==> src/rtl/lsu_pkg.sv <==
// Shared types and helpers for the load/store alignment unit.
package lsu_pkg;

    typedef enum logic [1:0] {
        IDLE  = 2'd0,
        BEAT0 = 2'd1,
        BEAT1 = 2'd2,
        RESP  = 2'd3
    } lsu_state_e;

    localparam int unsigned SZ_B = 0;
    localparam int unsigned SZ_H = 1;
    localparam int unsigned SZ_W = 2;
    localparam int unsigned SZ_D = 3;

    // Width of req_size: enough bits to encode log2 access sizes 0..OFF_W.
    function automatic int unsigned calc_size_w(input int unsigned data_w);
        return $clog2($clog2(data_w / 8) + 1);
    endfunction

endpackage

==> src/rtl/lsu_lane_shift.sv <==
// Combinational lane steering: store data/byte-enable placement across two
// bus words, and load extraction with zero/sign extension.
module lsu_lane_shift
    import lsu_pkg::*;
#(
    parameter  int unsigned DATA_W = 32,
    localparam int unsigned BYTES  = DATA_W / 8,
    localparam int unsigned OFF_W  = $clog2(BYTES),
    localparam int unsigned SIZE_W = calc_size_w(DATA_W)
) (
    input  logic [OFF_W-1:0]    off,
    input  logic [SIZE_W-1:0]   size,
    input  logic                sign_ext,
    input  logic [DATA_W-1:0]   wdata,
    input  logic [2*DATA_W-1:0] rbuf,
    output logic [2*DATA_W-1:0] lane_data_c,
    output logic [2*BYTES-1:0]  lane_be_c,
    output logic [DATA_W-1:0]   load_data_c
);

    int unsigned       nbytes;
    logic [DATA_W-1:0] shifted;
    logic              sign_bit;

    // Oversized requests are rejected upstream; clamp keeps the lane logic bounded.
    always_comb begin
        nbytes = 32'(1) << size;
        if (nbytes > BYTES) begin
            nbytes = BYTES;
        end
    end

    always_comb begin
        lane_data_c = {{DATA_W{1'b0}}, wdata} << {off, 3'b000};
        for (int unsigned i = 0; i < 2 * BYTES; i++) begin
            lane_be_c[i] = (i >= 32'(off)) && (i < 32'(off) + nbytes);
        end
    end

    always_comb begin
        shifted  = DATA_W'(rbuf >> {off, 3'b000});
        sign_bit = 1'b0;
        for (int unsigned b = 0; b < BYTES; b++) begin
            if (b + 1 == nbytes) begin
                sign_bit = sign_ext & shifted[8*b+7];
            end
        end
        for (int unsigned b = 0; b < BYTES; b++) begin
            load_data_c[8*b +: 8] = (b < nbytes) ? shifted[8*b +: 8] : {8{sign_bit}};
        end
    end

endmodule

==> src/rtl/lsu_align.sv <==
// Load/store alignment unit: accepts one request, issues one or two word
// beats on the bus, then returns an aligned/extended load or store completion.
module lsu_align
    import lsu_pkg::*;
#(
    parameter  int unsigned DATA_W           = 32,
    parameter  int unsigned ADDR_W           = 32,
    parameter  bit          ALLOW_MISALIGNED = 1'b1,
    localparam int unsigned BYTES            = DATA_W / 8,
    localparam int unsigned OFF_W            = $clog2(BYTES),
    localparam int unsigned SIZE_W           = calc_size_w(DATA_W)
) (
    input  logic              clk,
    input  logic              reset,
    input  logic              req_valid,
    output logic              req_ready,
    input  logic              req_we,
    input  logic [SIZE_W-1:0] req_size,
    input  logic              req_signed,
    input  logic [ADDR_W-1:0] req_addr,
    input  logic [DATA_W-1:0] req_wdata,
    output logic              bus_valid,
    input  logic              bus_ready,
    output logic              bus_we,
    output logic [ADDR_W-1:0] bus_addr,
    output logic [BYTES-1:0]  bus_be,
    output logic [DATA_W-1:0] bus_wdata,
    input  logic [DATA_W-1:0] bus_rdata,
    output logic              rsp_valid,
    output logic [DATA_W-1:0] rsp_data,
    output logic              rsp_err
);

    lsu_state_e state_q, state_d;

    logic              we_q,     we_d;
    logic [SIZE_W-1:0] size_q,   size_d;
    logic              sgn_q,    sgn_d;
    logic [ADDR_W-1:0] addr_q,   addr_d;
    logic [DATA_W-1:0] wdata_q,  wdata_d;
    logic              split_q,  split_d;
    logic              err_q,    err_d;
    logic [DATA_W-1:0] buf_lo_q, buf_lo_d;
    logic [DATA_W-1:0] buf_hi_q, buf_hi_d;

    logic              req_ready_q, req_ready_d;
    logic              bus_valid_q, bus_valid_d;
    logic              bus_we_q,    bus_we_d;
    logic [ADDR_W-1:0] bus_addr_q,  bus_addr_d;
    logic [BYTES-1:0]  bus_be_q,    bus_be_d;
    logic [DATA_W-1:0] bus_wdata_q, bus_wdata_d;
    logic              rsp_valid_q, rsp_valid_d;
    logic [DATA_W-1:0] rsp_data_q,  rsp_data_d;
    logic              rsp_err_q,   rsp_err_d;

    logic                accept_c;
    logic [OFF_W-1:0]    req_off_c;
    int unsigned         req_nbytes_c;
    logic                req_split_c;
    logic                req_err_c;
    logic [2*DATA_W-1:0] rbuf_c;
    logic [2*DATA_W-1:0] lane_data_c;
    logic [2*BYTES-1:0]  lane_be_c;
    logic [DATA_W-1:0]   load_data_c;
    logic [ADDR_W-1:0]   word_addr_c;

    // Classify the incoming request before it is latched.
    always_comb begin
        accept_c     = (state_q == IDLE) && req_valid;
        req_off_c    = req_addr[OFF_W-1:0];
        req_nbytes_c = 32'(1) << req_size;
        req_split_c  = (32'(req_off_c) + req_nbytes_c) > BYTES;
        req_err_c    = (32'(req_size) > OFF_W) || (req_split_c && !ALLOW_MISALIGNED);
    end

    // Request latch; the _d view is what the bus beat being set up will use.
    always_comb begin
        we_d    = we_q;
        size_d  = size_q;
        sgn_d   = sgn_q;
        addr_d  = addr_q;
        wdata_d = wdata_q;
        split_d = split_q;
        err_d   = err_q;
        if (accept_c) begin
            we_d    = req_we;
            size_d  = req_size;
            sgn_d   = req_signed;
            addr_d  = req_addr;
            wdata_d = req_wdata;
            split_d = req_split_c;
            err_d   = req_err_c;
        end
    end

    // Read capture; rbuf_c includes the beat completing this cycle.
    always_comb begin
        buf_lo_d = buf_lo_q;
        buf_hi_d = buf_hi_q;
        rbuf_c   = {buf_hi_q, buf_lo_q};
        if (bus_valid_q && bus_ready && !bus_we_q) begin
            if (state_q == BEAT0) begin
                buf_lo_d                = bus_rdata;
                rbuf_c[DATA_W-1:0]      = bus_rdata;
            end else if (state_q == BEAT1) begin
                buf_hi_d                = bus_rdata;
                rbuf_c[2*DATA_W-1:DATA_W] = bus_rdata;
            end
        end
    end

    lsu_lane_shift #(
        .DATA_W (DATA_W)
    ) u_lane_shift (
        .off         (addr_d[OFF_W-1:0]),
        .size        (size_d),
        .sign_ext    (sgn_d),
        .wdata       (wdata_d),
        .rbuf        (rbuf_c),
        .lane_data_c (lane_data_c),
        .lane_be_c   (lane_be_c),
        .load_data_c (load_data_c)
    );

    always_comb begin
        state_d = state_q;
        case (state_q)
            IDLE:  if (req_valid) state_d = req_err_c ? RESP : BEAT0;
            BEAT0: if (bus_ready) state_d = split_q ? BEAT1 : RESP;
            BEAT1: if (bus_ready) state_d = RESP;
            RESP:  state_d = IDLE;
            default: state_d = IDLE;
        endcase
    end

    // Outputs are registered from the next state so they line up with it.
    always_comb begin
        word_addr_c = addr_d & ~ADDR_W'(BYTES - 1);
        req_ready_d = (state_d == IDLE);
        bus_valid_d = 1'b0;
        bus_we_d    = 1'b0;
        bus_addr_d  = '0;
        bus_be_d    = '0;
        bus_wdata_d = '0;
        rsp_valid_d = 1'b0;
        rsp_data_d  = '0;
        rsp_err_d   = 1'b0;
        case (state_d)
            BEAT0: begin
                bus_valid_d = 1'b1;
                bus_we_d    = we_d;
                bus_addr_d  = word_addr_c;
                bus_be_d    = we_d ? lane_be_c[BYTES-1:0] : '1;
                bus_wdata_d = we_d ? lane_data_c[DATA_W-1:0] : '0;
            end
            BEAT1: begin
                bus_valid_d = 1'b1;
                bus_we_d    = we_d;
                bus_addr_d  = ADDR_W'(word_addr_c + ADDR_W'(BYTES));
                bus_be_d    = we_d ? lane_be_c[2*BYTES-1:BYTES] : '1;
                bus_wdata_d = we_d ? lane_data_c[2*DATA_W-1:DATA_W] : '0;
            end
            RESP: begin
                rsp_valid_d = 1'b1;
                rsp_err_d   = err_d;
                if (!err_d && !we_d) begin
                    rsp_data_d = load_data_c;
                end
            end
            default: ;
        endcase
    end

    always_ff @(posedge clk) begin
        if (reset) begin
            state_q     <= IDLE;
            we_q        <= 1'b0;
            size_q      <= '0;
            sgn_q       <= 1'b0;
            addr_q      <= '0;
            wdata_q     <= '0;
            split_q     <= 1'b0;
            err_q       <= 1'b0;
            buf_lo_q    <= '0;
            buf_hi_q    <= '0;
            req_ready_q <= 1'b1;
            bus_valid_q <= 1'b0;
            bus_we_q    <= 1'b0;
            bus_addr_q  <= '0;
            bus_be_q    <= '0;
            bus_wdata_q <= '0;
            rsp_valid_q <= 1'b0;
            rsp_data_q  <= '0;
            rsp_err_q   <= 1'b0;
        end else begin
            state_q     <= state_d;
            we_q        <= we_d;
            size_q      <= size_d;
            sgn_q       <= sgn_d;
            addr_q      <= addr_d;
            wdata_q     <= wdata_d;
            split_q     <= split_d;
            err_q       <= err_d;
            buf_lo_q    <= buf_lo_d;
            buf_hi_q    <= buf_hi_d;
            req_ready_q <= req_ready_d;
            bus_valid_q <= bus_valid_d;
            bus_we_q    <= bus_we_d;
            bus_addr_q  <= bus_addr_d;
            bus_be_q    <= bus_be_d;
            bus_wdata_q <= bus_wdata_d;
            rsp_valid_q <= rsp_valid_d;
            rsp_data_q  <= rsp_data_d;
            rsp_err_q   <= rsp_err_d;
        end
    end

    assign req_ready = req_ready_q;
    assign bus_valid = bus_valid_q;
    assign bus_we    = bus_we_q;
    assign bus_addr  = bus_addr_q;
    assign bus_be    = bus_be_q;
    assign bus_wdata = bus_wdata_q;
    assign rsp_valid = rsp_valid_q;
    assign rsp_data  = rsp_data_q;
    assign rsp_err   = rsp_err_q;

endmodule

==> config.mk <==
export PLATFORM = sky130hd
export DESIGN_NAME = lsu_align
export DESIGN_NICKNAME = d
export VERILOG_FILES = /design/src/rtl/lsu_pkg.sv /design/src/rtl/lsu_lane_shift.sv /design/src/rtl/lsu_align.sv
export SDC_FILE = /design/constraint.sdc
export NUM_CORES = 1
export LEC_CHECK = 0
export CAP_MARGIN = 20
export CELL_PAD_IN_SITES_DETAIL_PLACEMENT = 1
export CELL_PAD_IN_SITES_GLOBAL_PLACEMENT = 1
export CORE_MARGIN = 2
export CORE_UTILIZATION = 35
export CTS_CLUSTER_SIZE = 14
export DETAILED_ROUTE_END_ITERATION = 7
export PLACE_DENSITY = 0.84
export SLEW_MARGIN = 25
export SYNTH_ARGS = -nofsm -noshare
export SYNTH_HDL_FRONTEND = slang
export SYNTH_SLANG_ARGS = --single-unit
==> constraint.sdc <==
create_clock -name clk -period 3.5 [get_ports clk]
set_clock_uncertainty 0.15 [all_clocks]
set_input_delay 0.525 -clock clk [delete_from_list [all_inputs] [get_ports clk]]
set_output_delay 0.525 -clock clk [all_outputs]
set_load 0.01 [all_outputs]
==> results by group, run 1 <==
Synthesis
  • Top cells by count, synth: 231 x dfxtp_1, 152 x mux2i_1, 147 x nor2_1, 116 x nand2_1, 103 x a21oi_1
  • Yosys warns: 0
  • Synth async-reset ratio: 0%
  • Post-synth EDFFs: 0
  • Register area share after synthesis: a little over two fifths
  • Avg Inst Size Synth: just under 9 µm²
  • Post-Syn Area: 10,600 µm²
  • Prevailing post-synth register cell: dfxtp_1
  • Area contributors post-synth: dfxtp_1 44%, mux2i_1 14%, nor2_1 5.2%, a21oi_1 4.9%, nand2_1 4.1%
  • Synth Instances: ~1,200
  • Synth top area share: between 40% and 50%
  • Count leader, synth: dfxtp_1
  • Yosys cell types: between 60 and 70
  • Flops & latches, synth: between 200 and 250
  • Biggest area consumer among synthesized cells: dfxtp_1

Power
  • Static leakage: about 5.3 nW
  • Pint: 4.95 mW
  • NetSw: ~2 mW
  • Design Power: between 6 and 7 mW
  • Combinational share of power: between 20% and 30%
  • PD cells: 493 nW/µm²
  • Reg power frac: 40.6%
  • Max VDD drop: around 0.33 mV
  • Clock power share: roughly two fifths
  • Switching Share: approximately 29%

Layout
  • Layout Area Growth over Synthesis: 33.7%
  • Final nets: 1,517
  • Share of cells above drive strength 1: 9.08%

Outcome
  • Status: finished, final reports clean

Job
  • MaxCap Viol Count: 0

Global route
  • Number of global-route vias before repair: between 10,000 and 15,000
  • Global-route wire length before repair: 57.8 mm
  • Largest net degree at the start of global routing: slightly above 80
  • Overflow after GRT: 0
  • GRT Overall Usage: around 23%
  • Initial antenna violation count: 9

CTS
  • CTS Sinks: ~230
  • CTS root buf: clkbuf_16
  • Worst-path clk slew: 60 ps
  • Htree depth: 1
  • Later-pin clock latency in the skew report: roughly 540 ps
  • PostCTS Resize Cnt: 0
  • CTS Buffer Depth: 3
  • CTS Buf Count: 26
  • CTS tree: done
  • Hold Buf Count CTS: 0
  • Post-CTS Setup Inserts: 0

Route
  • Routed length per instance: a little over 20 µm
  • Detailed Route Iter0 Violations: 610
  • Initial DRT Pass Iterations: 5
  • DRT Wirelength: 36.9 mm
  • Vias per cell: around 5.4
  • Total number of vias: 9,857
  • Residual DRC count: 0
  • ANT nets after route: 0

Die
  • # rows: 63
  • Die area: 31,600 µm²
  • Die Ht: ~180 µm
  • Initial Util: approximately 36%
  • Core footprint: about 30,000 µm²
  • Die width: 178 µm
  • Io pins: about 210

Place
  • HPWL after DPL: 26.7 mm
  • GP Congestion: 0.876
  • Port Buffer Count: 206

STA
  • Unrepaired setup endpoints after global routing: false
  • Final Setup Violations: 0
  • Tmin final: between 3000 and 4000 ps
  • Pins over their slew limit: 0
  • Worst slew pin tran: a little over 900 ps
  • Fmax: 0.320 GHz
  • Fin. Hold Viols: 0
  • Slew HR: 39.5%
  • Fin crit share: around 90%
  • Final hold slack: 119 ps

Setup path
  • Worst Setup EP: bus_be[2]
  • Flop-to-flop setup slack: around 400 ps
  • Crit Path Category: primary input to flip-flop
  • Worst EP arrival: around 3400 ps
  • Req. time, crit path: around 3800 ps
  • R2r worst-path depth: 8
  • Crit path from: req_valid
  • Crit. End Element: flip-flop
  • CP max FO: 18
  • Reg-to-reg endpoint: bus_be[2]
  • R2R Path Start: state_q[0]
  • Startpoint type of the worst setup path: primary input

Worst hold path
  • Hold crit path type: primary input to flip-flop
[state kept, by name (all words and copies together), names as in the netlist, 2 cells and up]
name / cells
buf_lo_q: 32
wdata_q: 32
bus_addr: 30
bus_wdata: 32
bus_be: 4
buf_hi_q: 24
addr_q: 32
rsp_data: 32
state_q: 2
size_q: 2
[power groups by stage]
stage	sequential, mW	clock (mW)	combinational (mW)
final	2.83	2.71	1.42
after global routing	2.84	2.89	1.54
after CTS	2.83	2.75	1.41
after detailed placement	2.88	0	1.40
after global placement	2.88	0	1.35
after floorplan	2.88	0	0.811
[cells in the final DEF, fill, tap and decap left out, types with 15 or more instances in the layout]
cell type and n:
dfxtp_1 231, clkdlybuf4s50_1 205, mux2i_1 151, nor2_1 146, nand2_1 116, a21oi_1 103, nand3_1 72, buf_4 56
nor2b_1 30, a211oi_1 26, clkbuf_16 26, o22ai_1 22, nand4_1 19, o21ai_0 16, o21bai_1 15
[cell families (layout without fill, tap and decap cells)]
family,count (synthesis),after routing,share of synthesized area (%)
simple gates,434,434,18.9
compound gates,233,233,13.7
flops,231,231,43.8
mux,165,165,16.6
buf+inv,105,327,4.16
xor+xnor,16,16,1.33
fa+ha+maj,12,12,1.54
other cells,1,9,0.0355
[layout make-up]
cell class	instances	area [µm²]
diodes	7	17.5
clock buffers	36	728
clock inverters	10	114
fillers	3443	15500
inverters	16	60.1
multi-input cells	862	5540
flip-flops and latches	231	4620
well taps	390	488
repair buffers	265	2550
[how the worst min path moves through the flow]
stage	from	cells past startpoint	endpoint	slack, ps
final	reset	2	wdata_q[19]	120
after global routing	reset	2	wdata_q[11]	110
after CTS	reset	2	wdata_q[19]	110
after detailed placement	wdata_q[21]	2	wdata_q[21]	320
after global placement	wdata_q[18]	2	wdata_q[18]	310
after floorplan	split_q	2	split_q	290
[metrics by stage]
step / cells / util [%] / cell area [µm²] / worst slack, ps / TNS (ps)
global placement: 1764 / 44.7 / 13300 / -10.6 / -10.6
global route: 1816 / 47.6 / 14100 / 314 / 0
CTS: 1810 / 47.6 / 14100 / 455 / 0
finish: 1817 / 47.6 / 14100 / 374 / 0
detailed placement: 1764 / 44.7 / 13300 / -109 / -242
floorplan: 1198 / - / 10600 / 3.01 / 0
[per-layer routing]
layer | global-route usage, % | share of wire, % | vias up
met3 | 4.33 | 6.6 | 78
li1 | - | - | 4632
met1 | 30.8 | 44 | 4790
met5 | 0 | 0.068 | -
met4 | 8.78 | 3.2 | 4
met2 | 37.3 | 46 | 353
[worst max-delay path, stage by stage]
cell	delay [ps]
clkdlybuf4s50_1	490
or3b_4	470
buf_4	180
mux2i_4	180
buf_4	240
nor2_1	650
a21oi_1	260
a221oi_1	320
nor3_1	70
(Power assumes the default switching activity.)
==> inputs of run 2 (changes only) <==
Settings changed: ABC_AREA from default to 1, CORE_UTILIZATION 35 to 33, GPL_TIMING_DRIVEN from default to 0.
==> run 2 against run 1 <==
  * Non-clock buffer count up 25
  * Worst hold slack better by 200 ps
  * Count of clock-buffer cells in the layout down 1
  * Critical endpoint is now bus_wdata[23]
  * Largest cell class unchanged
==> results by group, run 2 <==
Outcome
  • Status: finished, final reports clean

Place
  • HPWL after DPL: ~35 mm
  • Port Buffer Count: 206
  • GP Congestion: 0.912
  • Worst slack, placed: -707 ps

Synthesis
  • Synth Instances: 1,594
  • Biggest area consumer among synthesized cells: dfxtp_1
  • Post-synth EDFFs: 0
  • Synth async-reset ratio: 0%
  • Top cells by count, synth: 437 x nand2_1, 231 x dfxtp_1, 226 x nor2_1, 119 x nand3_1, 117 x inv_1
  • Avg Inst Size Synth: 6.82 µm²
  • Yosys warns: 0
  • Register area share after synthesis: between 40 and 50%
  • Post-Syn Area: 10,900 µm²
  • Synth top area share: a little over two fifths
  • Count leader, synth: nand2_1
  • Yosys cell types: just over 40
  • Area contributors post-synth: dfxtp_1 43%, nand2_1 15%, nor2_1 7.8%, nand3_1 5.5%, o21ai_0 5.1%
  • Prevailing post-synth register cell: dfxtp_1
  • Flops & latches, synth: 231

CTS
  • CTS Buf Count: 27
  • Worst-path clk slew: ~60 ps
  • Later-pin clock latency in the skew report: approximately 550 ps
  • CTS Buffer Depth: 3
  • CTS tree: done
  • Htree depth: 1
  • CTS Sinks: 231
  • CTS root buf: clkbuf_16
  • Hold Buf Count CTS: 0

Route
  • Initial DRT Pass Iterations: 5
  • Total number of vias: approximately 12,000
  • Vias per cell: about 5.1
  • Detailed Route Iter0 Violations: between 700 and 800
  • Routed length per instance: roughly 20 µm
  • Residual DRC count: 0
  • DRT Wirelength: between 40 and 50 mm
  • ANT nets after route: 0

STA
  • Fin crit share: just under 100%
  • Fin. Hold Viols: 0
  • Pins over their slew limit: 0
  • Worst slew pin tran: 800 ps
  • Slew HR: between 40 and 50%
  • Final Setup Violations: 0
  • Unrepaired setup endpoints after global routing: false
  • Tmin final: approximately 3400 ps
  • Final Worst Setup Slack: about 100 ps
  • TNS Setup: 0 ps
  • Fmax: between 0.2 and 0.3 GHz

Setup path
  • Crit Path Category: primary input to flip-flop
  • Crit-path cells: clkdlybuf4s50_1, buf_4, buf_2, inv_1, nand2_1, nand2_1, inv_1, ha_1, inv_1, nor2_2, inv_2, o22a_1, nor2_1
  • Cell mode on critical path: inv_1
  • Worst EP arrival: roughly 3700 ps
  • CP max-delay cell: clkdlybuf4s50_1
  • CP max stage delay: about 630 ps
  • CP max FO: 10
  • R2r worst-path depth: 15
  • Reg-to-reg endpoint: bus_be[0]
  • Flop-to-flop setup slack: roughly 330 ps
  • Cell family with most CP delay: buffers and inverters
  • Req. time, crit path: roughly 3800 ps
  • Startpoint type of the worst setup path: primary input
  • Crit. End Element: flip-flop
  • R2R Path Start: state_q[0]
  • Critical path buffers and inverters: 7

Global route
  • Overflow after GRT: 0
  • Number of global-route vias before repair: 12,322
  • Global-route wire length before repair: approximately 70 mm
  • GRT Overall Usage: between 20% and 30%
  • Initial antenna violation count: 2
  • Largest net degree at the start of global routing: 15

Die
  • Die width: between 150 and 200 µm
  • Die Ht: 186 µm
  • Initial Util: around 33%
  • Die area: roughly 34,000 µm²
  • # rows: between 60 and 70
  • Core footprint: roughly 33,000 µm²
  • Io pins: between 200 and 250

Layout
  • Antenna fix cells: 0
  • Most frequent cells in the layout: 437 x nand2_1, 231 x dfxtp_1, 226 x nor2_1
  • Commonest non-fill, non-tap cell in the layout: nand2_1
  • Final nets: roughly 1,900
  • Share of cells above drive strength 1: 10.7%
  • Layout Area Growth over Synthesis: 33.7%

Worst hold path
  • Hold Path Sink: wdata_q[16]
  • Hold Startpoint: wdata_q[16]
  • Hold crit path type: flip-flop to flip-flop
  • Hold path depth: 2

Power
  • NetSw: between 2 and 3 mW
  • Max VDD drop: about 0.38 mV
  • Combinational share of power: between 20% and 30%
  • PD cells: approximately 550 nW/µm²
  • Switching Share: approximately a third
  • Static leakage: ~6.2 nW
  • Clock power share: between 40% and 50%
  • Design Power: 8.03 mW
  • Pint: around 5.5 mW
  • Reg power frac: 35.3%

Job
  • MaxCap Viol Count: 0
-- run 2: cell count changes after synthesis, moves of 19 or more --
cell and change:
nand2_1 +321, mux2i_1 -144, inv_1 +103, o21ai_0 +95, nor2_1 +79, nand3_1 +47
or2_2 +36, nor2b_1 -30, a211oi_1 -24, nand2_2 +24, clkbuf_1 -23, a21oi_1 -19
o22ai_1 -19
-- run 2: routing by layer --
| metal | global-route usage (%) | vias up | part of all wire, % |
|---|---|---|---|
| li1 | - | 5534 | - |
| met1 | 31.3 | 5670 | 42 |
| met2 | 47.9 | 385 | 49 |
| met3 | 3.68 | 121 | 4.9 |
| met4 | 11.1 | 4 | 4.3 |
| met5 | 0 | - | 0.065 |
-- run 2: power by group through the flow --
| stage | sequential [mW] | combinational, mW | clock [mW] |
|---|---|---|---|
| CTS | 2.84 | 1.90 | 3.32 |
| global route | 2.85 | 2.08 | 3.43 |
| global placement | 2.89 | 1.82 | 0 |
| detailed placement | 2.89 | 1.87 | 0 |
| floorplan | 2.91 | 1.06 | 0 |
| finish | 2.84 | 1.92 | 3.28 |
-- run 2: logic make-up (layout without fill, tap and decap cells) --
group | after synthesis | after routing | synth area share (%)
and+or+nand+nor | 894 | 894 | 35.1
other | 1 | 2 | 0.0345
DFF | 231 | 231 | 42.5
AOI/OAI and AO/OA | 236 | 236 | 11.6
buffers and inverters | 211 | 467 | 8.41
xor gates and xnor gates | 2 | 2 | 0.161
muxes | 8 | 8 | 0.736
adders and majority gates | 11 | 11 | 1.40
-- run 2: worst min-delay path, delay by kind of cell (launching register included) --
kind / cells / cell delay (ps)
AO/OA/AOI/OAI: 1 / 60
flip-flops: 1 / 300
AND/OR/NAND/NOR: 1 / 70
-- run 2: area by class of cell --
class | instances | area (µm²)
Clock inverter | 15 | 275
Sequential cell | 231 | 4620
Clock buffer | 35 | 766
Fill cell | 4203 | 18000
Buffer | 84 | 444
Timing Repair Buffer | 206 | 2060
Inverter | 127 | 477
Tap cell | 442 | 553
Multi-Input combinational cell | 1153 | 5340
-- run 2: metrics by stage --
| stage | util (%) | hold WS (ps) | std cells | instance area, µm² |
|---|---|---|---|---|
| 6_report | 44.7 | 323 | 2293 | 14500 |
| 5_1_grt | 44.7 | 353 | 2293 | 14500 |
| 4_1_cts | 44.7 | 327 | 2293 | 14500 |
| 3_5_place_dp | 41.5 | 317 | 2243 | 13500 |
| 3_3_place_gp | 41.5 | 310 | 2243 | 13500 |
| 2_1_floorplan | - | 296 | 1595 | 10900 |
-- run 2: what timing repair did --
| action | in CTS | in global routing |
|---|---|---|
| endpoints found under the setup margin | 16 | 19 |
| resized for setup | 2 | 6 |
| buffers inserted | 0 | 0 |
| pin swaps | 0 | 0 |
-- run 2: how the worst max path moves through the flow --
stage / start / endpoint / slack, ps / cells past startpoint
final: req_valid / bus_wdata[23] / 100 / 13
after global routing: req_valid / bus_wdata[23] / 10 / 13
after CTS: req_valid / bus_addr[15] / 2 / 13
after detailed placement: req_valid / bus_addr[30] / -710 / 12
after global placement: req_valid / bus_addr[30] / -660 / 11
after floorplan: req_valid / bus_be[0] / 860 / 14
